## config.mk

```make
export PLATFORM = sky130hd
export DESIGN_NAME = switch_press_encoder
export DESIGN_NICKNAME = d
export VERILOG_FILES = /design/src/rtl/switch_press_encoder.sv
export SDC_FILE = /design/constraint.sdc
export NUM_CORES = 1
export LEC_CHECK = 0
export BUFFER_PORTS_ARGS = -buffer_cell sky130_fd_sc_hd__buf_2
export CORE_UTILIZATION = 66
export DETAILED_ROUTE_END_ITERATION = 6
export PLACE_DENSITY = 0.91
export SETUP_SLACK_MARGIN = 0.15
export SLEW_MARGIN = 10
export SYNTH_ARGS = -nofsm -noshare
export SYNTH_HDL_FRONTEND = slang
export SYNTH_SLANG_ARGS = --single-unit
```

## constraint.sdc

```tcl
create_clock -name clk_i -period 3 [get_ports clk_i]
set_input_delay 0 -clock clk_i [delete_from_list [all_inputs] [get_ports clk_i]]
set_output_delay 0 -clock clk_i [all_outputs]
set_load 0.02 [all_outputs]
```

## src/rtl/switch_press_encoder.sv

```systemverilog
// Four-channel front-panel switch encoder: sync, debounce, rise detect,
// then serialise press events as an index strobe with a running count.
module switch_press_encoder #(
  parameter  int DEBOUNCE_CYCLES = 250_000,
  localparam int CNT_W = $clog2(DEBOUNCE_CYCLES + 1)
) (
  input  logic       clk_i,
  input  logic       rst_i,
  input  logic [3:0] sw_i,
  output logic [3:0] sw_level_o,
  output logic       press_valid_o,
  output logic [1:0] press_idx_o,
  output logic [7:0] press_count_o,
  output logic       busy_o
);

  localparam logic [CNT_W-1:0] CNT_LAST =
    CNT_W'(DEBOUNCE_CYCLES - 1);

  logic [3:0]       s1;
  logic [3:0]       s2;
  logic [3:0]       level;
  logic [3:0]       level_q;
  logic [3:0]       pending;
  logic [3:0]       pending_nx;
  logic [3:0]       lowest;
  logic [CNT_W-1:0] cnt [4];
  logic [1:0]       last_idx;
  logic [1:0]       sel_idx;
  logic [7:0]       count;
  logic             busy_q;

  // isolate the lowest pending bit so the decoder sees a one-hot
  always_comb begin
    lowest = pending & (~pending + 4'd1);
    sel_idx = last_idx;
    unique case (1'b1)
      lowest[0]: sel_idx = 2'd0;
      lowest[1]: sel_idx = 2'd1;
      lowest[2]: sel_idx = 2'd2;
      lowest[3]: sel_idx = 2'd3;
      default:   sel_idx = last_idx;
    endcase
    pending_nx = (pending & ~lowest) | (level & ~level_q);
  end

  always_ff @(posedge clk_i) begin
    if (rst_i) begin
      s1       <= '0;
      s2       <= '0;
      level    <= '0;
      level_q  <= '0;
      pending  <= '0;
      busy_q   <= 1'b0;
      last_idx <= '0;
      count    <= '0;
      for (int n = 0; n < 4; n++) begin
        cnt[n] <= '0;
      end
    end else begin
      s1      <= sw_i;
      s2      <= s1;
      level_q <= level;
      pending <= pending_nx;
      busy_q  <= |pending_nx;
      for (int n = 0; n < 4; n++) begin
        if (s2[n] != level[n]) begin
          if (cnt[n] == CNT_LAST) begin
            level[n] <= s2[n];
            cnt[n]   <= '0;
          end else begin
            cnt[n] <= cnt[n] + CNT_W'(1);
          end
        end else begin
          cnt[n] <= '0;
        end
      end
      if (|pending) begin
        last_idx <= sel_idx;
        count    <= count + 8'd1;
      end
    end
  end

  assign sw_level_o    = level;
  assign press_valid_o = |pending;
  assign press_idx_o   = sel_idx;
  assign press_count_o = count;
  assign busy_o        = busy_q;

endmodule
```

==> flow_summary.yaml, run 1 <==
run_status:
  status: "complete, no violations"
die:
  die_area_mm2: 0.00814
  ioPinCount: 22
  coreArea_mm2: 0.00737
  die_h_um: 90.2
  initial_utilization_pct: 69.7
  rows: 31
  die_x_um: 90.2
pwr:
  p_sw_uw: 573
  p_leak_uw: 0.00204
  max-vdd-ir-drop_uv: 298
  seqPwrFrac_pct: 62.1
  p_sw_share_pct: 21.9
  finalPower_uw: 2610
  p_per_area_mw_per_mm2: 448
  p_comb_share_pct: 4.3
  intPower_uw: 2040
  clockPowerShare_pct: 33.6
clocking:
  cts_made_buffers: 9
  post-cts-setup-buffer-count: 0
  worstSkewPairLatency_ns: 0.36
  h-tree-depth: 3
  cts.repair.resized: 0
  hold_buffers: 4
  clk_pin_slew_ns: 0.09
  clockRootBuffer: "clkbuf_8"
  clock_path_buffers: 2
  cts_tree: "yes"
  numClockSinks: 103
yosys:
  synth-seq-cells: 103
  synth_ff_type: "edfxtp_1"
  yosys_warnings: 0
  synth_cell_type_count: 41
  netlist_area_mm2: 0.00514
  synth.most_common_cell: "nor2_1"
  syn_area_per_cell_um2: 10.6
  yosysTopAreaCell: "edfxtp_1"
  synthCells: 483
  synthDominantCellAreaShare_pct: 42.1
  seq_area_frac_synth_pct: 54.2
  synth_edf_count: 72
  synth_commonest_cells: "nor2_1, edfxtp_1, xnor2_1"
  synthArstFlopShare_pct: 0
  synthTopCellsByArea: "edfxtp_1, dfxtp_1, xnor2_1, nor2_1, nor4_1"
sta:
  tns_ns: 0
  finalCritPeriodShare_pct: 73.8
  fin_ws_ns: 0.786
  worst_pin_slew_ns: 0.591
  final_max_slew_viol_count: 0
  rsz0062_at_grt: "false"
  whs_ns: 0.132
  timing.fmax_mhz: 452
  skew_ns: 0.00850
  hold_viol: 0
  relSlewSlack_pct: 60.3
  fin_crit_ns: 2.21
  finalSetupViolCount: 0
routing:
  drt_iter0_markers: 170
  dr.pass1.iters: 4
  drcViolationCount: 0
  drt-total-wl_mm: 9.40
  vias_per_cell: 5.49
  wire_per_inst_um: 13.7
  ant_nets: 0
  num_vias: 3768
global_routing:
  grt_first_pass_wirelength_mm: 15.9
  grt_overflow: 0
  grt_max_degree: 35
  antenna_found_initial: 0
  grt_pass1_vias: 3787
  track_usage_pct: 24.5
critical_path:
  slowest_delay_ns: 0.65
  crit_buf_inv: 1
  crit_family: "compound AO/OA/AOI/OAI gates"
  crit_type: "register to register"
  worstPathRequired_ns: 3.12
  crit_fanout: 10
  cp-end-kind: "register"
  critPathLaunchType: "register"
  arrival_ns: 2.33
  path_cells: "ha_1 > nand3_1 > o41ai_4 > buf_4 > nor2_1"
  critPathSlowestCell: "o41ai_4"
flow_run:
  maxCapViolations: 0
layout:
  diodes: 0
  nNetsFinal: 593
  drive_gt1_share_pct: 9.88
  area_growth_pct: 13.6
placement:
  pre_cts_ws_ns: 0.810
  dp_hpwl_mm: 6.54
  portBuffers: 21
  routabilityCongestion: 0.846
hold_path:
  hold_path.class: "input port to register"
-- area by class of cell --
cell class | instances | area [um2]
fillers | 477 | 1530
flip-flops and latches | 103 | 2780
clock inverters | 4 | 45.0
multi-input cells | 425 | 2510
clock buffers | 12 | 155
well taps | 99 | 124
repair buffers | 26 | 153
inverters | 17 | 63.8
-- layout by cell type, fill, tap and decap left out, types with 2 or more instances in the layout --
cell / count
nor2_1: 92
edfxtp_1: 72
conb_1: 72
xnor2_1: 54
dfxtp_1: 31
nand3_1: 26
nor4_1: 25
buf_2: 21
nand2_1: 20
nand4_1: 17
nor3_1: 16
inv_1: 16
nor2b_1: 16
xor2_1: 14
a21oi_1: 11
clkbuf_8: 11
o21ai_0: 8
nand2b_1: 6
or3_1: 6
ha_1: 5
or4_4: 4
nor4b_1: 4
dlygate4sd3_1: 4
o21ai_4: 3
nand4_4: 3
and3_1: 3
or4_1: 3
clkinv_2: 3
nand4_2: 2
o31ai_1: 2
and4_1: 2
mux2_2: 2
-- state kept, by name (all words and copies together) (netlist names), 2 cells and up --
register,count
cnt,72
press_count_o,8
level_q,4
pending,4
s1,4
s2,4
sw_level_o,4
last_idx,2
-- power by group through the flow --
stage               logic [uW]  clock network (uW)  registers, uW
floorplan                 90.0                   0           1640
global placement           101                   0           1650
detailed placement         104                   0           1650
CTS                        110                 895           1620
global route               128                 959           1630
finish                     113                 877           1620
-- final timing paths --
check                                start               end  slack [ns]  cells after the start
worst max-delay path             cnt[1][0]         cnt[1][4]        0.79                      5
worst min register to register  level_q[0]        pending[0]        0.41                      1
worst min-delay path                 rst_i  press_count_o[4]        0.13                      2
worst max register to register   cnt[1][0]         cnt[1][4]        0.79                      5
-- per-stage QoR --
step,instances,util (%),area [um2]
after global routing,686,79.2,5840
after detailed placement,666,75.9,5600
after global placement,666,75.9,5600
after CTS,686,79.2,5840
after floorplan,554,-,5410
final,686,79.2,5840
-- kinds of logic (layout without fill, tap and decap cells) --
kind of cell,Yosys count,in the layout,share of synthesized area (%)
other,1,72,0.0730
DFF,103,103,54.2
AOI/OAI and AO/OA,27,27,3.97
xor gates and xnor gates,68,68,11.6
adders and majority gates,5,5,1.22
muxes,2,2,0.438
buffers and inverters,26,59,2.12
and+or+nand+nor,251,251,26.4
-- layer usage --
| layer | up-vias | GRT usage, % | wire (um) |
|---|---|---|---|
| met3 | 13 | 3.64 | 337 |
| met2 | 80 | 44.0 | 4920 |
| li1 | 1853 | - | - |
| met1 | 1822 | 28.9 | 3990 |
| met4 | 0 | 11.0 | 157 |
| met5 | - | 0 | 0 |
(Power assumes the default switching activity.)
==> run 2, diff against run 1 <==
--- a/config.mk
+++ b/config.mk
@@ -5,10 +5,11 @@
 export SDC_FILE = /design/constraint.sdc
 export NUM_CORES = 1
 export LEC_CHECK = 0
+export ABC_AREA = 1
 export BUFFER_PORTS_ARGS = -buffer_cell sky130_fd_sc_hd__buf_2
-export CORE_UTILIZATION = 66
+export CORE_UTILIZATION = 62
 export DETAILED_ROUTE_END_ITERATION = 6
-export PLACE_DENSITY = 0.91
+export PLACE_DENSITY = 0.86
 export SETUP_SLACK_MARGIN = 0.15
 export SLEW_MARGIN = 10
 export SYNTH_ARGS = -nofsm -noshare
==> constraint.sdc (replaced) <==
create_clock -name clk_i -period 2.2 [get_ports clk_i]
set_input_delay 0 -clock clk_i [delete_from_list [all_inputs] [get_ports clk_i]]
set_output_delay 0 -clock clk_i [all_outputs]
set_load 0.02 [all_outputs]
==> run 2 against run 1 <==
Against the previous run: worst setup slack got worse by 0.35 ns; via count is 24% higher; routed wire length rose by 15%; synthesized cell count increased by 42%; count of clock-buffer cells in the layout is the same; worst hold slack worse by 0.11 ns; highest routed layer unchanged.
==> flow_summary.yaml, run 2 <==
run_status:
  status: "complete, no violations"
sta:
  final_max_slew_viol_count: 0
  skew_ns: 0.00981
  fin_crit_ns: 1.76
  whs_ns: 0.0199
  rsz0062_at_grt: "false"
  fin_ws_ns: 0.441
  timing.fmax_mhz: 569
  hold_viol: 0
  finalSetupViolCount: 0
  tns_ns: 0
  finalCritPeriodShare_pct: 80.0
routing:
  dr.pass1.iters: 5
  drt_iter0_markers: 163
  ant_nets: 0
  drcViolationCount: 0
  drt-total-wl_mm: 10.8
  wire_per_inst_um: 12.1
  vias_per_cell: 5.19
  num_vias: 4659
yosys:
  synth-seq-cells: 103
  synthDominantCellAreaShare_pct: 39.2
  synthMuxAreaShare_pct: 0
  synth_cell_type_count: 35
  synth_commonest_cells: "nand2_1, nor2_1, inv_1"
  synthArstFlopShare_pct: 0
  synth_top_family_by_area: "simple AND/OR/NAND/NOR gates"
  synthCells: 685
  seq_area_frac_synth_pct: 50.4
  yosysTopAreaCell: "edfxtp_1"
  synth_compound_area_share_pct: 6.55
  synthAdderAreaFrac_pct: 1.13
  synth.most_common_cell: "nand2_1"
  yosys.area_share.simple_pct: 30.8
  netlist_area_mm2: 0.00552
  synth_ff_type: "edfxtp_1"
  synth_xor_area_share_pct: 4.12
  synthTopCellsByArea: "edfxtp_1, dfxtp_1, nand2_1, nor2_1, inv_1"
  yosys_warnings: 0
  synth_edf_count: 72
  syn_area_per_cell_um2: 8.06
clocking:
  clock_path_buffers: 2
  clockRootBuffer: "clkbuf_8"
  cts_made_buffers: 9
  clk_pin_slew_ns: 0.09
  cts_tree: "yes"
  numClockSinks: 103
  worstSkewPairLatency_ns: 0.37
  h-tree-depth: 3
layout:
  largest-register: "cnt"
  drive_gt1_share_pct: 8.49
  largest_reg_flops: 72
  mostFrequentLayoutCells: "nand2_1, nor2_1, inv_1"
  diodes: 0
  fin_area_mm2: 0.00619
  ff_latch_area_mm2: 0.00278
  nNetsFinal: 795
  area_growth_pct: 12.0
  layout_commonest_cell: "nand2_1"
  fill_cells: 679
  multi_input_area_mm2: 0.00263
  finalNonFillerCells: 897
hold_path:
  hold_path.class: "input port to register"
  min-delay-start: "rst_i"
flow_run:
  maxCapViolations: 0
placement:
  routabilityCongestion: 0.865
  dp_cells: 877
  dpl-instance-area_mm2: 0.00596
  pre_cts_ws_ns: 0.340
  dp_hpwl_mm: 7.85
  portBuffers: 21
pwr:
  max-vdd-ir-drop_uv: 402
  p_leak_uw: 0.00249
  seqPwrFrac_pct: 62.4
  p_sw_uw: 817
  clockPowerShare_pct: 32.8
  p_per_area_mw_per_mm2: 571
  p_sw_share_pct: 23.2
  intPower_uw: 2710
  p_comb_share_pct: 4.8
critical_path:
  r2r_start: "cnt[2][0]"
  worstPathRequired_ns: 2.31
  crit_fanout: 17
  startpoint: "cnt[2][0]"
  crit_type: "register to register"
  cp-end-kind: "register"
  arrival_ns: 1.87
  critPathLaunchType: "register"
die:
  rows: 34
  die_h_um: 96.4
  die_area_mm2: 0.00929
  coreArea_mm2: 0.00868
  ioPinCount: 22
  initial_utilization_pct: 63.6
  die_x_um: 96.4
global_routing:
  track_usage_pct: 24.7
  grt_max_degree: 20
  grt_overflow: 0
  grt_first_pass_wirelength_mm: 18.0
  grt_pass1_vias: 4380
  antenna_found_initial: 0
==> run 2: cell count changes in the layout (fill, tap and decap cells not counted), moves of 24 or more <==
cell and change:
nor2_1 +42, a21oi_1 +34, nor4_1 -24, nand2_1 +125
inv_1 +65, xnor2_1 -46
==> run 2: kinds of logic after synthesis <==
group,after synthesis
xor gates and xnor gates,26
and+or+nand+nor,390
other,1
adders and majority gates,5
DFF,103
AOI/OAI and AO/OA,69
buffers and inverters,91
==> run 2: critical path, stage by stage, from the launching register on <==
cell      delay, ns
edfxtp_1       0.43
ha_1           0.21
nand2_2        0.09
nor2_4         0.11
nand2_2        0.07
nor2_2         0.12
nand2_1        0.10
nand2_2        0.28
nor2_1         0.09
==> run 2: power groups by stage <==
stage	Sequential (uW)	Combinational, uW	Clock (uW)
2_1_floorplan	2220	136	0
3_3_place_gp	2240	152	0
3_5_place_dp	2250	158	0
4_1_cts	2200	166	1170
5_1_grt	2210	198	1230
6_report	2200	170	1160
==> run 2: final timing paths <==
| path | end | slack, ns | depth (start not counted) |
|---|---|---|---|
| worst min-delay path | last_idx[0] | 0.02 | 2 |
| worst min register to register | s2[1] | 0.41 | 2 |
| worst max-delay path | cnt[2][13] | 0.44 | 8 |
| worst max register to register | cnt[2][13] | 0.44 | 8 |
==> run 2: repair_timing <==
action,CTS,global route
hold buffers,4,0
resized for setup,0,1
buffers inserted,0,0
hold endpoints to repair,4,0
endpoints found under the setup margin,0,2
==> run 2: cell type report <==
type	instances	share of cell area, %
repair buffers	25	2.35
clock inverters	4	0.748
inverters	83	5.06
clock buffers	12	2.18
flip-flops and latches	103	45.0
multi-input cells	562	42.5
well taps	108	2.18
==> run 2: through the flow <==
stage	util, %	total power, uW
floorplan	-	2360
global placement	68.7	2390
detailed placement	68.7	2400
CTS	71.2	3540
global route	71.3	3640
finish	71.3	3530
==> run 2: routing by layer <==
layer,part of all wire (%),track usage [%],vias to the layer above
li1,-,-,2349
met1,43,29.0,2176
met2,51,45.0,119
met3,3.9,3.52,15
met4,1.7,10.0,0
met5,0,0,-
